[config.mk]
export PLATFORM = sky130hd
export DESIGN_NAME = cbus_arbiter
export DESIGN_NICKNAME = d
export VERILOG_FILES = /design/src/rtl/cbus_arbiter.sv
export SDC_FILE = /design/constraint.sdc
export NUM_CORES = 1
export LEC_CHECK = 0
export BUFFER_PORTS_ARGS = -buffer_cell sky130_fd_sc_hd__buf_2
export CAP_MARGIN = 40
export CORE_AREA = 3 3 131 133
export CTS_BUF_LIST = sky130_fd_sc_hd__clkbuf_2 sky130_fd_sc_hd__clkbuf_4 sky130_fd_sc_hd__clkbuf_8
export DETAILED_ROUTE_END_ITERATION = 8
export DIE_AREA = 0 0 134 136
export PLACE_DENSITY = 0.46
export SLEW_MARGIN = 5
export SYNTH_ARGS = -nofsm -noshare
export SYNTH_HDL_FRONTEND = slang
export SYNTH_SLANG_ARGS = --single-unit
[constraint.sdc]
create_clock -name clk -period 2.55 [get_ports clk]
set_clock_uncertainty 0.05 [all_clocks]
set_input_delay 0.255 -clock clk [delete_from_list [all_inputs] [get_ports clk]]
set_output_delay 0.255 -clock clk [all_outputs]
set_load 0.05 [all_outputs]
[src/rtl/cbus_arbiter.sv]
// cbus_arbiter: grants one cbus master at a time (fixed priority or round-robin)
// and holds the grant until the final response beat of its burst.
package cbus_pkg;
    typedef struct packed {
        logic        valid;
        logic        is_write;
        logic [1:0]  size;
        logic [31:0] addr;
        logic [3:0]  strobe;
        logic [31:0] data;
        logic [3:0]  len;
        logic [1:0]  burst;
    } cbus_req_t;
    typedef struct packed {
        logic        ready;
        logic        last;
        logic [31:0] data;
    } cbus_resp_t;
endpackage

module cbus_arbiter
    import cbus_pkg::*;
#(
    parameter int NUM_INPUTS  = 2,
    parameter bit ROUND_ROBIN = 1'b0
) (
    input  logic                        clk,
    input  logic                        reset,
    input  cbus_req_t  [NUM_INPUTS-1:0] ireqs,
    output cbus_resp_t [NUM_INPUTS-1:0] iresps,
    output cbus_req_t                   oreq,
    input  cbus_resp_t                  oresp
);
    localparam int SW = NUM_INPUTS > 1 ? $clog2(NUM_INPUTS) : 1;
    typedef enum logic {IDLE, BUSY} state_t;
    state_t r_state, w_state_nxt;
    logic [SW-1:0] r_sel, r_ptr, w_sel_nxt, w_ptr_nxt, w_base, w_idx, w_winner, w_sel_inc;
    logic w_any, w_done;
    assign w_base    = ROUND_ROBIN ? r_ptr : '0;
    assign w_done    = r_state == BUSY && oresp.ready && oresp.last;
    assign w_sel_inc = r_sel == SW'(NUM_INPUTS - 1) ? '0 : r_sel + 1'b1;
    // Scan from the base downwards so the entry closest to the base wins.
    always_comb begin
        w_any    = 1'b0;
        w_winner = '0;
        w_idx    = '0;
        for (int k = NUM_INPUTS - 1; k >= 0; k--) begin
            w_idx = SW'((int'(w_base) + k) % NUM_INPUTS);
            if (ireqs[w_idx].valid) begin
                w_any    = 1'b1;
                w_winner = w_idx;
            end
        end
    end
    always_comb begin
        w_state_nxt = r_state;
        w_sel_nxt   = r_sel;
        w_ptr_nxt   = r_ptr;
        if (r_state == IDLE && w_any) begin
            w_state_nxt = BUSY;
            w_sel_nxt   = w_winner;
        end else if (w_done) begin
            w_state_nxt = IDLE;
            w_ptr_nxt   = ROUND_ROBIN ? w_sel_inc : r_ptr;
        end
    end
    always_ff @(posedge clk or posedge reset) begin
        if (reset) begin
            r_state <= IDLE;
            r_sel   <= '0;
            r_ptr   <= '0;
        end else begin
            r_state <= w_state_nxt;
            r_sel   <= w_sel_nxt;
            r_ptr   <= w_ptr_nxt;
        end
    end
    assign oreq = r_state == BUSY ? ireqs[r_sel] : '0;
    for (genvar g = 0; g < NUM_INPUTS; g++) begin : g_resp
        assign iresps[g] = (r_state == BUSY && r_sel == SW'(g)) ? oresp : '0;
    end
endmodule

==> results.py <==
metrics = {
    "final_layout": {
        "final_core_util_pct": 23.3,
        "syn2layout_area_growth_pct": 106,
        "fin_nets": 772,
        "fillers": 1827,
        "antenna-diode-count": 0,
        "drive_above_1_share_pct": 60.3,
    },
    "clock_tree": {
        "htreeDepth": 1,
        "clk_pin_slew_ns": 0.03,
        "clockBufferDepth": 2,
        "clkLatencyLatePin_ns": 0.22,
        "cts_tree": "done",
        "cts_root_buf": "clkbuf_8",
        "cts_sinks": 2,
        "cts_buffers": 3,
    },
    "worst_setup_path": {
        "critical_path_buf_inv_count": 1,
        "r2r_setup_slack_ns": 1.47,
        "cp_max_fo": 34,
        "rr_worst_depth": 3,
        "rr_endpoint": "r_state",
        "arrival_ns": 1.67,
        "crit_required_ns": 2.25,
        "critPathKind": "reg2out",
        "slowest_delay_ns": 0.51,
        "r2r-start": "r_state",
        "critPathSlowestCell": "dfrtp_4",
        "end_kind": "output pin",
        "startpoint": "r_sel",
        "cp_top_family": "simple AND/OR/NAND/NOR gates",
        "setup.worst_path.start_class": "flop",
        "path_cells": "nor2b_4 -> and2_1 -> buf_2",
    },
    "min_path": {
        "hp-class": "in2reg",
        "min_from": "ireqs[77]",
        "hold_end": "r_sel",
        "whs_path_depth": 2,
    },
    "sta": {
        "worst_pin_slew_ns": 0.536,
        "setup_viol": 0,
        "fin_crit_ns": 1.97,
        "finalMaxSlewViolations": 0,
        "min_period_over_period_pct": 77.3,
        "fin_tns_setup_ns": 0,
        "rsz0062_at_grt": "false",
        "final_hold_viol_count": 0,
        "slew_headroom_pct": 64.2,
        "clock.fmax_mhz": 507,
    },
    "pwr": {
        "finalPower_mw": 2.64,
        "ir_worst_vdd_mv": 0.368,
        "power_density_nw_per_um2": 710,
        "power_leakage_nw": 2.44,
    },
    "job": {
        "drv_cap": 0,
    },
    "placement": {
        "hpwlAfterDp_um": 8590,
        "port-buffer-count": 337,
        "gp_congestion": 0.781,
    },
    "floorplanning": {
        "ios": 338,
        "core_area_um2": 15900,
        "dieArea_um2": 18200,
        "die_width_um": 134,
        "die-height_um": 136,
        "row_count": 46,
        "initial_core_util_pct": 11.3,
    },
    "synth": {
        "syn_avg_cell_area_um2": 6.93,
        "synth_cells": 261,
        "syn_nets": 453,
        "netlist-cell-type-count": 18,
        "synth-seq-cells": 2,
        "ys_warn_count": 0,
        "synth_seq_area_share_pct": 2.77,
        "syn-cell-area_um2": 1810,
    },
    "route": {
        "initialDrtViolationCount": 88,
        "drc": 0,
        "drt-pass1-iter-count": 4,
        "ant_nets": 0,
        "viasPerCell": 3.70,
        "wl_per_cell_um": 12.9,
        "wirelength_um": 10300,
        "vias": 2942,
    },
    "grt": {
        "grt_max_degree": 78,
        "grt_pass1_vias": 2667,
        "grt_pass1_wl_um": 13700,
        "antenna_found_initial": 0,
        "grt.total_usage_pct": 9.17,
        "overflow": 0,
    },
    "run_status": {
        "outcome": "completed",
    },
}
-- routing by layer --
layer	share of wire, %	vias up	GRT usage (%)
met1	37	1252	10.1
met3	8.8	4	1.48
met5	0	-	0
li1	-	1513	-
met2	53	173	18.4
met4	0.67	0	1.89
-- sequential cells by signal, summed over array words and instances (netlist names) --
| signal | flops |
|---|---|
| r_sel | 1 |
| r_state | 1 |
-- how the worst max path moves through the flow --
stage | to | cells past startpoint
global placement | oreq[47] | 4
floorplan | oreq[32] | 5
global route | iresps[6] | 3
finish | iresps[6] | 3
CTS | iresps[6] | 3
detailed placement | iresps[2] | 3
-- cell families (layout without fill, tap and decap cells) --
logic type	after synthesis	in the layout	synth area share, %
AO/OA/AOI/OAI	2	2	1.18
multiplexers	78	78	43.2
flip-flops	2	2	2.77
AND/OR/NAND/NOR	149	149	41.1
buffers and inverters	30	348	11.8
-- where the power goes --
group          switching, mW  total (mW)  internal [mW]  leakage (nW)
registers            0.00950      0.0489         0.0394        0.0210
clock network         0.0287       0.146          0.117        0.0262
logic                   1.78        2.45          0.666          2.39
total                   1.82        2.64          0.822          2.44
-- layout by cell type (no fill, tap or decap) --
master           n
nor3_1           1
and3_1          34
buf_4            1
and2_1          34
a2bb2oi_2        1
buf_2          335
nor2_1          78
nor2b_1          1
clkbuf_8         3
buf_12           5
nor2b_4          1
a31oi_1          1
mux2i_1         78
clkbuf_4         1
inv_2            1
dlygate4sd3_1    1
inv_1            1
dfrtp_4          1
dfrtp_1          1
-- repair_timing --
item | 4_1_cts | 5_1_grt
gates resized for setup | 0 | 0
hold buffers | 1 | 0
endpoints found under the hold margin | 2 | 0
setup buffers | 0 | 0
-- Yosys cell counts --
cell	count	area share [%]
inv_1	1	0.21
and3_1	34	12
buf_12	4	4.4
nor3_1	1	0.28
buf_4	4	1.7
clkbuf_1	12	2.5
a2bb2oi_2	1	0.83
buf_2	3	0.83
nor2b_4	1	0.76
buf_8	1	0.83
clkbuf_2	4	1.1
dfrtp_1	2	2.8
inv_2	1	0.21
a31oi_1	1	0.35
nor2b_1	1	0.35
nor2_1	78	16
mux2i_1	78	43
and2_1	34	12
-- worst reg2reg max path, stage by stage, from the launching register on --
cell and delay, ns:
dfrtp_1 0.39, buf_4 0.24, nor3_1 0.22, a31oi_1 0.05
-- area by class of cell --
type                            count  area (um2)  area share (%)
Inverter                            2        7.51           0.202
Tap cell                          216         270            7.27
Multi-Input combinational cell    229        1550            41.5
Sequential cell                     2        53.8            1.45
Clock buffer                        4        48.8            1.31
Timing Repair Buffer              342        1790            48.2
-- through the flow --
step	setup slack (ns)	cells	hold slack (ns)	instance area (um2)
global placement	0.815	790	0.0668	3660
CTS	0.563	795	0.191	3720
global route	0.464	795	0.205	3720
floorplan	0.703	261	-0.0538	1810
finish	0.578	795	0.198	3720
detailed placement	0.795	790	0.0728	3660
Power figures use the tool's default switching activity.
